## src/rtl/wb_master_bridge.sv

```systemverilog
// Wishbone classic single-transfer initiator.
// Turns one valid/ready request into one Wishbone read or write cycle and
// returns a one-cycle response pulse. A timeout aborts the cycle if the slave
// never answers.
//
//   state | meaning
//   IDLE  | ready for a request; bus outputs keep their last values
//   BUS   | cyc/stb asserted, waiting for ack, err or timeout
//   RESP  | rsp_valid_o high for one cycle, then back to IDLE
module wb_master_bridge #(
  parameter int AW      = 32,
  parameter int DW      = 32,
  parameter int TIMEOUT = 255,
  parameter int TW      = 8,
  localparam int SW     = DW / 8
) (
  input  logic          wb_clk_i,
  input  logic          wb_rst_ni,
  input  logic          req_valid_i,
  output logic          req_ready_o,
  input  logic          req_we_i,
  input  logic [AW-1:0] req_adr_i,
  input  logic [DW-1:0] req_dat_i,
  input  logic [SW-1:0] req_sel_i,
  output logic          rsp_valid_o,
  output logic [DW-1:0] rsp_dat_o,
  output logic          rsp_err_o,
  output logic          rsp_tmo_o,
  output logic          wbm_cyc_o,
  output logic          wbm_stb_o,
  output logic          wbm_we_o,
  output logic [SW-1:0] wbm_sel_o,
  output logic [AW-1:0] wbm_adr_o,
  output logic [DW-1:0] wbm_dat_o,
  input  logic [DW-1:0] wbm_dat_i,
  input  logic          wbm_ack_i,
  input  logic          wbm_err_i,
  output logic          busy_o
);

  localparam logic [1:0] IDLE = 2'd0;
  localparam logic [1:0] BUS  = 2'd1;
  localparam logic [1:0] RESP = 2'd2;

  localparam logic [TW-1:0] TMO_LIMIT = TW'(TIMEOUT);

  logic [1:0]    state;
  logic [TW-1:0] tmo_cnt;

  // Handshake and bus strobes decode straight from the state register, so an
  // async reset drops cyc/stb immediately and raises req_ready_o.
  always_comb begin
    req_ready_o = (state == IDLE);
    busy_o      = (state != IDLE);
    wbm_cyc_o   = (state == BUS);
    wbm_stb_o   = (state == BUS);
    rsp_valid_o = (state == RESP);
  end

  // Request capture, cycle termination and response registers.
  always_ff @(posedge wb_clk_i or negedge wb_rst_ni) begin
    if (!wb_rst_ni) begin
      state     <= IDLE;
      tmo_cnt   <= '0;
      wbm_we_o  <= 1'b0;
      wbm_sel_o <= '0;
      wbm_adr_o <= '0;
      wbm_dat_o <= '0;
      rsp_dat_o <= '0;
      rsp_err_o <= 1'b0;
      rsp_tmo_o <= 1'b0;
    end else begin
      case (state)
        IDLE: begin
          if (req_valid_i) begin
            wbm_we_o  <= req_we_i;
            wbm_sel_o <= req_sel_i;
            wbm_adr_o <= req_adr_i;
            wbm_dat_o <= req_dat_i;
            tmo_cnt   <= '0;
            state     <= BUS;
          end
        end
        BUS: begin
          // Error takes priority over a simultaneous ack.
          if (wbm_err_i) begin
            rsp_dat_o <= '0;
            rsp_err_o <= 1'b1;
            rsp_tmo_o <= 1'b0;
            state     <= RESP;
          end else if (wbm_ack_i) begin
            rsp_dat_o <= wbm_we_o ? '0 : wbm_dat_i;
            rsp_err_o <= 1'b0;
            rsp_tmo_o <= 1'b0;
            state     <= RESP;
          end else if (tmo_cnt == TMO_LIMIT) begin
            rsp_dat_o <= '0;
            rsp_err_o <= 1'b1;
            rsp_tmo_o <= 1'b1;
            state     <= RESP;
          end else begin
            tmo_cnt <= tmo_cnt + 1'b1;
          end
        end
        RESP: begin
          // err/tmo are only meaningful alongside rsp_valid_o; rsp_dat_o holds.
          rsp_err_o <= 1'b0;
          rsp_tmo_o <= 1'b0;
          state     <= IDLE;
        end
        default: state <= IDLE;
      endcase
    end
  end

endmodule

```

## config.mk

```make
export PLATFORM = sky130hd
export DESIGN_NAME = wb_master_bridge
export DESIGN_NICKNAME = d
export VERILOG_FILES = /design/src/rtl/wb_master_bridge.sv
export SDC_FILE = /design/constraint.sdc
export NUM_CORES = 1
export LEC_CHECK = 0
export BUFFER_PORTS_ARGS = -buffer_cell sky130_fd_sc_hd__buf_2
export CAP_MARGIN = 20
export CELL_PAD_IN_SITES_DETAIL_PLACEMENT = 1
export CELL_PAD_IN_SITES_GLOBAL_PLACEMENT = 2
export CORE_MARGIN = 2
export CORE_UTILIZATION = 32
export CTS_CLUSTER_DIAMETER = 150
export DETAILED_ROUTE_END_ITERATION = 8
export GPL_TIMING_DRIVEN = 0
export PLACE_DENSITY = 0.82
export SYNTH_ARGS = -nofsm -noshare
export SYNTH_HDL_FRONTEND = slang
export SYNTH_SLANG_ARGS = --single-unit
```

## constraint.sdc

```tcl
create_clock -name wb_clk_i -period 2.4 [get_ports wb_clk_i]
set_input_delay 0.24 -clock wb_clk_i [delete_from_list [all_inputs] [get_ports wb_clk_i]]
set_output_delay 0.24 -clock wb_clk_i [all_outputs]
set_load 0.01 [all_outputs]
```

==> results of run 1 <==
## stage by stage
stage | setup slack, ps | setup TNS, ps | cells
3_3_place_gp | -270 | -28920 | 770
5_1_grt | 179 | 0 | 804
6_report | 348 | 0 | 804
3_5_place_dp | 297 | 0 | 771
4_1_cts | 281 | 0 | 804
2_1_floorplan | 715 | 0 | 369
## cells in the final DEF, fill, tap and decap left out, types with 4 or more instances in the layout
cell,n
buf_2,225
o21ai_1,5
ha_1,5
dfrtp_1,113
clkbuf_16,17
mux2_2,69
nand3_1,9
nand3_2,29
clkinvlp_4,5
inv_1,40
o21ai_2,28
nand2_1,9
a21oi_1,4
## power groups by stage
| stage | clock network [mW] | registers [mW] | logic, mW |
|---|---|---|---|
| final | 2.57 | 3.14 | 3.40 |
| after global routing | 2.75 | 3.25 | 3.71 |
| after CTS | 2.64 | 3.15 | 3.47 |
| after detailed placement | 0 | 3.16 | 3.46 |
| after global placement | 0 | 3.11 | 3.35 |
| after floorplan | 0 | 3.50 | 1.65 |
## logic make-up after synthesis
| group | after synthesis |
|---|---|
| AOI/OAI and AO/OA | 55 |
| DFF | 113 |
| buffers and inverters | 60 |
| and+or+nand+nor | 65 |
| adders and majority gates | 5 |
| muxes | 71 |
## final timing paths
| path | endpoint | slack [ps] |
|---|---|---|
| worst max-delay path | tmo_cnt[5]$_DFFE_PN0P_ | 350 |
| worst min-delay path | rsp_dat_o[17]$_DFFE_PN0P_ | 50 |
| worst max register to register | tmo_cnt[5]$_DFFE_PN0P_ | 350 |
| worst min register to register | wbm_adr_o[7]$_DFFE_PN0P_ | 500 |
| max in group asynchronous | wbm_adr_o[15]$_DFFE_PN0P_ | 1360 |
| min in group asynchronous | rsp_dat_o[10]$_DFFE_PN0P_ | 320 |
## sequential cells by signal (all words and copies together) (netlist names)
register	cells
rsp_dat_o	32
rsp_err_o	1
rsp_tmo_o	1
state	2
tmo_cnt	8
wbm_adr_o	32
wbm_dat_o	32
wbm_sel_o	4
wbm_we_o	1
## worst register-to-register path, stage by stage (launching register included)
cell      delay [ps]
dfrtp_1          380
inv_1             90
ha_1             290
nand2b_1         110
buf_2            210
o21ai_0          320
a211o_1          370
a21o_1           180
## metal layers
metal	up-vias	global-route usage	wire [um]
li1	1739	-	-
met4	0	0.0627	215
met5	-	0	0
met3	15	0.0772	1310
met2	168	0.283	6420
met1	1831	0.196	5690
## final cells by class
type / count / area (um^2) / share of cell area
Buffer: 20 / 163 / 0.0236
Sequential cell: 113 / 2830 / 0.410
Clock buffer: 20 / 447 / 0.0648
Multi-Input combinational cell: 196 / 1800 / 0.261
Inverter: 40 / 150 / 0.0218
Clock inverter: 12 / 159 / 0.0231
Timing Repair Buffer: 215 / 1110 / 0.161
Tap cell: 188 / 235 / 0.0341
==> results.cfg, run 1 <==
[outcome]
outcome = finished clean

[setup_path]
crit_path_max_fanout = 9
crit_path_start_kind = flop
timing.rr.start = state[1]$_DFFE_PN0P_
timing.critical_path.slowest_cell_delay_ps = 380
critPathArrivalTime_ps = 2350
worst-r2r-cell-count = 7
launch_point_of_the_critical_path = state[1]$_DFFE_PN0P_
critical-path-top-delay-family = compound AO/OA/AOI/OAI gates
crit_path_cell_trace = inv_1, ha_1, nand2b_1, buf_2, o21ai_0, a211o_1, a21o_1
worst_path_max_delay_cell = dfrtp_1
crit_required_ps = 2690
path_class = flop to flop
timing.critical_path.depth = 7
crit_path_end_kind = flop
crit_buf_inv = 2

[detailed_routing]
detail_route.drc_violations = 0
dr_total_vias = 3753
detailedRoute.firstIterationViolations = 109
routed_via_density = 4.67
drt.antenna.violating_nets = 0
route.final.wire_length_um = 13600
detail_route.wl_per_cell_um = 16.9
first_pass_iters = 3

[placement]
io_buffer_count = 213
place_congestion = 0.753
placement.cell_area_mm2 = 0.00628
place.detailed.hpwl_um = 10300

[global_routing]
grt_max_degree = 77
grt_overflow_total = 0
grt_util_all_layers = 0.171
grt_first_pass_wirelength_um = 21900
antenna_violations_before_repair = 0
number_of_global_route_vias_before_repair = 4405

[floorplanning]
io_pins = 214
die_h_um = 128
die_width_um = 128
core-area_mm2 = 0.0151
initial_core_utilization = 0.326
row_count = 45
floorplan.die_area_mm2 = 0.0165

[layout]
areaGrowthSynthToFinish_pct = 39.5
fillerInstances = 1645
layout.nets = 714
postLayoutCellArea_mm2 = 0.00689
post_route_cells_drive_above_1_share = 0.643
antennaDiodeCount = 0
post-route-util = 0.455

[hold_path]
min_delay_path_depth = 3
hold_path_class = input pin to flop
worst_hold_startpoint = wbm_dat_i[17]

[pwr]
power.density_cell_area_mw_per_mm2 = 1320
cellLeakagePower_nw = 3.34
p_sw_mw = 3.13
clock_power_share = 0.282
post-layout-total-power_mw = 9.11
power_switching_share = 0.343
cellInternalPower_mw = 5.98
share_seq_of_total_power = 0.345
worst_ir_drop_vdd_uv = 546
comb_power_share = 0.373

[clocking]
clock_sink_count = 113
resize_count_post_cts = 0
clk-insertion-delay-late_ps = 410
clockBufferDepth = 2
cts_tree = yes
htree_levels = 4
cts-root-buf = clkbuf_16
clock_slew_seen_by_the_registers_of_the_worst_setup_and_hold_paths_ps = 60
cts_hold_buf = 1
numCtsBuffers = 17
post-cts-setup-buffers = 0

[synthesis]
syn-instance-count = 369
synth-simple-area-share = 0.0982
post_synthesis_cell_area_mm2 = 0.00494
synthAdderAreaFrac = 0.0127
synth_compound_area_frac = 0.0919
largest_family_of_logic_cells_by_synthesized_area = multiplexers
yosys-mux-area-fraction = 0.162
synth.net_count = 480
ys_async_sr_fraction = 1.00
postSynthRegisterBits = 113
yosysTopAreaCell = dfrtp_1
post_synth_main_area_contributors = dfrtp_1 (57%), mux2_2 (16%), nand3_2 (5.9%)
synth.top_cells.by_count = dfrtp_1 (113), mux2_2 (69), inv_1 (40)
synth_xor_xnor_area_share = 0
syn_avg_cell_area_um2 = 13.4
synth_most_common_cell = dfrtp_1
synth_edf_count = 0
ys_seq_area_frac = 0.572
yosys_warnings = 0
synthDominantCellAreaShare = 0.572
synth_cell_types = 41
post_synth_top_flop = dfrtp_1

[sta]
max_clock_freq_ghz = 0.487
clock_skew_ps = 7.48
worst_slew_margin_rel = 0.495
hold-worst-slack_ps = 52.3
finalCriticalPeriod_ps = 2050
finalHoldViolations = 0
rsz0062_at_grt = false
report.final.slew_viol_count = 0
final.period_utilization = 0.855
total_setup_violations_reported_at_the_end_of_the_flow = 0
tightestPinTransition_ps = 749

[job]
cap_viol_max_count = 0
Note: power is estimated with default switching activity, not from simulation.
==> run 2: changes to the inputs <==
--- a/config.mk
+++ b/config.mk
@@ -6,14 +6,12 @@
 export NUM_CORES = 1
 export LEC_CHECK = 0
 export BUFFER_PORTS_ARGS = -buffer_cell sky130_fd_sc_hd__buf_2
-export CAP_MARGIN = 20
 export CELL_PAD_IN_SITES_DETAIL_PLACEMENT = 1
 export CELL_PAD_IN_SITES_GLOBAL_PLACEMENT = 2
 export CORE_MARGIN = 2
 export CORE_UTILIZATION = 32
 export CTS_CLUSTER_DIAMETER = 150
 export DETAILED_ROUTE_END_ITERATION = 8
-export GPL_TIMING_DRIVEN = 0
 export PLACE_DENSITY = 0.82
 export SYNTH_ARGS = -nofsm -noshare
 export SYNTH_HDL_FRONTEND = slang
==> results.cfg, run 2 (same netlist as run 1, synthesis figures left out) <==
[placement]
dp_worst_setup_slack_ps = 435
place_congestion = 0.739
io_buffer_count = 213
place.detailed.hpwl_um = 9880

[global_routing]
grt_util_all_layers = 0.162
groute.layer.met3.usage = 0.0730
grt.met1_usage = 0.194
grt_max_degree = 72
number_of_global_route_vias_before_repair = 4081
antenna_violations_before_repair = 2
met2_usage = 0.258
grt_first_pass_wirelength_um = 20800
globalRoute.busiestLayer = met2
grt_overflow_total = 0

[pwr]
power.density_cell_area_mw_per_mm2 = 1300
cellLeakagePower_nw = 3.31
post-layout-total-power_mw = 8.90
worst_ir_drop_vdd_uv = 594

[setup_path]
worst-r2r-cell-count = 7
timing.rr.start = state[1]$_DFFE_PN0P_
critPathArrivalTime_ps = 2240
crit_path_cell_trace = inv_1, ha_1, nand4_1, o32ai_4, buf_12, nand3_1, o21ai_1
crit_path_end_kind = flop
worstReg2RegEnd = rsp_dat_o[25]$_DFFE_PN0P_
launch_point_of_the_critical_path = state[1]$_DFFE_PN0P_
timing.critical_path.slowest_cell_delay_ps = 490
path_class = flop to flop
crit_required_ps = 2720
crit_end = rsp_dat_o[25]$_DFFE_PN0P_
crit_path_start_kind = flop
crit_path_max_fanout = 26
rrSetupSlack_ps = 480
worst_path_max_delay_cell = o32ai_4

[detailed_routing]
first_pass_iters = 4
route.final.wire_length_um = 12900
detailedRoute.firstIterationViolations = 95
dr_total_vias = 3745
drt.antenna.violating_nets = 0
detail_route.drc_violations = 0
routed_via_density = 4.71
detail_route.wl_per_cell_um = 16.3

[floorplanning]
initial_core_utilization = 0.326
core-area_mm2 = 0.0151
floorplan.die_area_mm2 = 0.0165
die_width_um = 128
io_pins = 214
die_h_um = 128
row_count = 45

[clocking]
post-cts-setup-buffers = 0
clockBufferDepth = 2
clock_slew_seen_by_the_registers_of_the_worst_setup_and_hold_paths_ps = 50
htree_levels = 4
clock_sink_count = 113
numCtsBuffers = 17
resize_count_post_cts = 0
cts-root-buf = clkbuf_16
clk-insertion-delay-late_ps = 400
cts_tree = yes

[sta]
max_clock_freq_ghz = 0.521
finalCriticalPeriod_ps = 1920
final.period_utilization = 0.800
report.final.slew_viol_count = 0
setup_tns_ps = 0
total_setup_violations_reported_at_the_end_of_the_flow = 0
hold-worst-slack_ps = 55.1
finalHoldViolations = 0
worst_slew_margin_rel = 0.506
tightestPinTransition_ps = 733
clock_skew_ps = 5.17
rsz0062_at_grt = false
timing.final.ws_setup_ps = 481

[layout]
multiInputGateArea_mm2 = 0.00181
final-seq-area_mm2 = 0.00283
commonest_cells_after_routing_fill_and_taps_aside = buf_2 (212), dfrtp_1 (113), mux2_2 (69)
layout.cells.most_common = buf_2
areaGrowthSynthToFinish_pct = 38.3
post-route-util = 0.451
layout.nets = 705
post_route_cells_drive_above_1_share = 0.642
fillerInstances = 1639
largest_registers = rsp_dat_o: 32 flops, wbm_adr_o: 32 flops, wbm_dat_o: 32 flops

[outcome]
outcome = finished clean

[job]
cap_viol_max_count = 0

[hold_path]
hold_path_class = input pin to flop
[run 2: worst min path at each step]
| stage | from | to | slack, ps | depth (start not counted) |
|---|---|---|---|---|
| final | wbm_dat_i[15] | rsp_dat_o[15]$_DFFE_PN0P_ | 60 | 3 |
| after global routing | wbm_dat_i[15] | rsp_dat_o[15]$_DFFE_PN0P_ | 50 | 3 |
| after CTS | wbm_dat_i[6] | rsp_dat_o[6]$_DFFE_PN0P_ | 40 | 3 |
| after detailed placement | wb_rst_ni | rsp_dat_o[20]$_DFFE_PN0P_ | 240 | 1 |
| after global placement | wb_rst_ni | rsp_dat_o[15]$_DFFE_PN0P_ | 230 | 1 |
| after floorplan | wb_rst_ni | rsp_dat_o[0]$_DFFE_PN0P_ | -60 | 0 |
[run 2: per-layer routing]
layer  part of all wire  vias up
met5             0.0012        -
met4              0.020        2
met3               0.11       21
met2               0.47      171
met1               0.41     1821
li1                   -     1730
[run 2: cell type report]
type,instances,area share
inverters,40,0.0220
clock buffers,21,0.0688
flip-flops and latches,113,0.414
clock inverters,10,0.0161
diodes,1,0.000366
repair buffers,226,0.180
well taps,188,0.0344
multi-input cells,196,0.265
[run 2: critical path, delay by kind of cell (launching register included)]
family          cells  cell delay, ps
compound gates      2             610
fa+ha+maj           1             190
buf+inv             2             370
flops               1             400
simple gates        2             250
[run 2: through the flow]
stage	area, um^2	std cells
5_1_grt	6840	795
3_3_place_gp	6240	762
4_1_cts	6830	794
3_5_place_dp	6240	762
2_1_floorplan	4940	369
6_report	6840	795
[run 2: what timing repair did]
| item | 4_1_cts | 5_1_grt |
|---|---|---|
| hold endpoints to repair | 30 | 0 |
| hold buffers | 1 | 0 |
| setup endpoints to repair | 0 | 0 |
[run 2: power by group]
part	leakage, nW	internal (mW)	switching (mW)
clock	0.277	1.59	0.851
sequential	1.41	2.72	0.412
combinational	1.63	1.57	1.76
==> run 3: changes to the inputs <==
--- a/config.mk
+++ b/config.mk
@@ -5,14 +5,15 @@
 export SDC_FILE = /design/constraint.sdc
 export NUM_CORES = 1
 export LEC_CHECK = 0
+export ABC_AREA = 1
 export BUFFER_PORTS_ARGS = -buffer_cell sky130_fd_sc_hd__buf_2
 export CELL_PAD_IN_SITES_DETAIL_PLACEMENT = 1
 export CELL_PAD_IN_SITES_GLOBAL_PLACEMENT = 2
 export CORE_MARGIN = 2
-export CORE_UTILIZATION = 32
+export CORE_UTILIZATION = 29
 export CTS_CLUSTER_DIAMETER = 150
 export DETAILED_ROUTE_END_ITERATION = 8
-export PLACE_DENSITY = 0.82
+export PLACE_DENSITY = 0.77
 export SYNTH_ARGS = -nofsm -noshare
 export SYNTH_HDL_FRONTEND = slang
 export SYNTH_SLANG_ARGS = --single-unit
==> constraint.sdc (replaced) <==
create_clock -name wb_clk_i -period 1.8 [get_ports wb_clk_i]
set_input_delay 0.18 -clock wb_clk_i [delete_from_list [all_inputs] [get_ports wb_clk_i]]
set_output_delay 0.18 -clock wb_clk_i [all_outputs]
set_load 0.01 [all_outputs]
==> results.cfg, run 3 <==
[sta]
final.period_utilization = 0.901
clock_skew_ps = 7.08
finalHoldViolations = 0
setup_tns_ps = 0
finalCriticalPeriod_ps = 1620
max_clock_freq_ghz = 0.617
worst_slew_margin_rel = 0.740
rsz0062_at_grt = false
report.final.slew_viol_count = 0
tightestPinTransition_ps = 391
total_setup_violations_reported_at_the_end_of_the_flow = 0

[detailed_routing]
first_pass_iters = 4
detail_route.drc_violations = 0
routed_via_density = 4.33
drt.antenna.violating_nets = 0
route.final.wire_length_um = 14100
detail_route.wl_per_cell_um = 15.5
detailedRoute.firstIterationViolations = 77
dr_total_vias = 3949

[clocking]
htree_levels = 4
clk-insertion-delay-late_ps = 410
clock_slew_seen_by_the_registers_of_the_worst_setup_and_hold_paths_ps = 60
cts_tree = yes
clockBufferDepth = 2
clock_sink_count = 113
post-cts-setup-buffers = 0
numCtsBuffers = 17
cts-root-buf = clkbuf_16

[synthesis]
post_synth_main_area_contributors = dfrtp_1 (59%), mux2_2 (16%), nand2_1 (6.7%)
synth_edf_count = 0
synth_cell_types = 24
postSynthRegisterBits = 113
synth.top_cells.by_count = dfrtp_1 (113), nand2_1 (85), mux2_2 (69)
post_synth_top_flop = dfrtp_1
synth_most_common_cell = dfrtp_1
syn_avg_cell_area_um2 = 12.2
yosys_warnings = 0
synth.net_count = 500
synthDominantCellAreaShare = 0.595
ys_seq_area_frac = 0.595
ys_async_sr_fraction = 1.00
yosysTopAreaCell = dfrtp_1
post_synthesis_cell_area_mm2 = 0.00476
syn-instance-count = 389

[setup_path]
path_class = flop to flop
critical-path-top-delay-family = flip-flops
timing.critical_path.slowest_cell_delay_ps = 380
worst_path_max_delay_cell = dfrtp_1
critPathArrivalTime_ps = 1910
crit_path_cell_trace = inv_1, ha_2, nand2_2, buf_4, mux2_2
crit_required_ps = 2090
crit_buf_inv = 2
crit_path_start_kind = flop
crit_path_max_fanout = 18
crit_path_end_kind = flop

[placement]
place.detailed.hpwl_um = 9620
placement.cell_area_mm2 = 0.00611
io_buffer_count = 213
place_congestion = 0.764

[layout]
commonest_cells_after_routing_fill_and_taps_aside = buf_2 (212), dfrtp_1 (113), nand2_1 (83)
layout.cells.most_common = buf_2
postLayoutCellArea_mm2 = 0.00741
layout.nets = 792
post_route_cells_drive_above_1_share = 0.553
fillerInstances = 1799
largest_registers = rsp_dat_o: 32 flops, wbm_adr_o: 32 flops, wbm_dat_o: 32 flops
areaGrowthSynthToFinish_pct = 55.9

[floorplanning]
floorplan.die_area_mm2 = 0.0174
die_width_um = 132
row_count = 46
core-area_mm2 = 0.0159
die_h_um = 132
io_pins = 214
initial_core_utilization = 0.298

[pwr]
power_switching_share = 0.337
power.density_cell_area_mw_per_mm2 = 1650
share_seq_of_total_power = 0.343
clock_power_share = 0.289
comb_power_share = 0.368
p_sw_mw = 4.13
cellLeakagePower_nw = 3.64
worst_ir_drop_vdd_uv = 628
cellInternalPower_mw = 8.13

[hold_path]
hold_path_class = input pin to flop

[global_routing]
grt_first_pass_wirelength_um = 22700
grt_util_all_layers = 0.167
number_of_global_route_vias_before_repair = 4455
grt_overflow_total = 0
antenna_violations_before_repair = 1
grt_max_degree = 62

[job]
cap_viol_max_count = 0

[outcome]
outcome = finished clean
==> run 3: cell types whose count changed after synthesis, moves of 7 or more <==
cell | previous run | this run
nor2_1 | 2 | 10
nand3_2 | 29 | 1
nand2_1 | 9 | 85
nand2_2 | 1 | 17
inv_1 | 40 | 16
buf_2 | 13 | 6
==> run 3: layout make-up <==
cell class / instances / area, um^2 / area share
clock inverters: 14 / 189 / 0.0255
well taps: 216 / 270 / 0.0364
multi-input cells: 243 / 1760 / 0.238
clock buffers: 18 / 439 / 0.0592
flip-flops and latches: 113 / 2830 / 0.381
inverters: 16 / 60.1 / 0.00810
diodes: 1 / 2.50 / 0.000337
repair buffers: 290 / 1860 / 0.251
==> run 3: path summary, 6_finish.rpt <==
path                                                   to  slack (ps)                       from  depth (start not counted)
min in group asynchronous            state[0]$_DFFE_PN0P_         250                  wb_rst_ni                          2
worst min-delay path            wbm_dat_o[18]$_DFFE_PN0P_          20              req_dat_i[18]                          2
worst max-delay path             wbm_adr_o[7]$_DFFE_PN0P_         180       state[0]$_DFFE_PN0P_                          5
worst max register to register   wbm_adr_o[7]$_DFFE_PN0P_         180       state[0]$_DFFE_PN0P_                          5
worst min register to register  rsp_dat_o[27]$_DFFE_PN0P_         480  rsp_dat_o[27]$_DFFE_PN0P_                          2
max in group asynchronous          tmo_cnt[1]$_DFFE_PN0P_         840                  wb_rst_ni                          3
==> run 3: power by group through the flow <==
stage	clock network, mW	logic, mW	registers, mW
6_report	3.55	4.51	4.20
5_1_grt	3.77	4.91	4.34
4_1_cts	3.65	4.56	4.20
3_5_place_dp	0	4.44	4.22
3_3_place_gp	0	4.31	4.14
2_1_floorplan	0	2.07	4.70
==> run 3: worst register-to-register path, stage by stage (launching register included) <==
cell     delay [ps]
dfrtp_1         380
inv_1           100
ha_2            220
nand2_2         140
buf_4           280
mux2_2          390
==> run 3: per-stage QoR <==
step / hold WS [ps] / setup slack (ps) / power (mW) / instances / util
finish: 24.7 / 179 / 12.3 / 911 / 0.465
global route: 0.189 / 49.5 / 13.0 / 911 / 0.465
CTS: 0.137 / 16.6 / 12.4 / 908 / 0.463
detailed placement: 136 / 50.9 / 8.66 / 812 / 0.383
global placement: 134 / 161 / 8.45 / 812 / 0.383
floorplan: -116 / 169 / 6.77 / 389 / -
==> run 3: logic make-up after synthesis <==
logic type | Yosys count | share of synthesized area
compound gates | 40 | 0.0673
xor+xnor | 2 | 0.00368
fa+ha+maj | 5 | 0.0132
buf+inv | 33 | 0.0395
flops | 113 | 0.595
mux | 69 | 0.163
simple gates | 127 | 0.118
==> run 3: layer usage <==
metal / wire, um / GRT usage / part of all wire / vias to the layer above
met5: 0 / 0 / 0 / -
met4: 270 / 0.0737 / 0.019 / 0
met3: 850 / 0.0607 / 0.060 / 20
met2: 7710 / 0.300 / 0.55 / 120
met1: 5240 / 0.175 / 0.37 / 1940
li1: - / - / - / 1869
==> run 3: what timing repair did <==
action	in CTS	in global routing
gates resized for setup	0	4
endpoints found under the hold margin	88	2
hold buffers	64	2
endpoints found under the setup margin	0	8
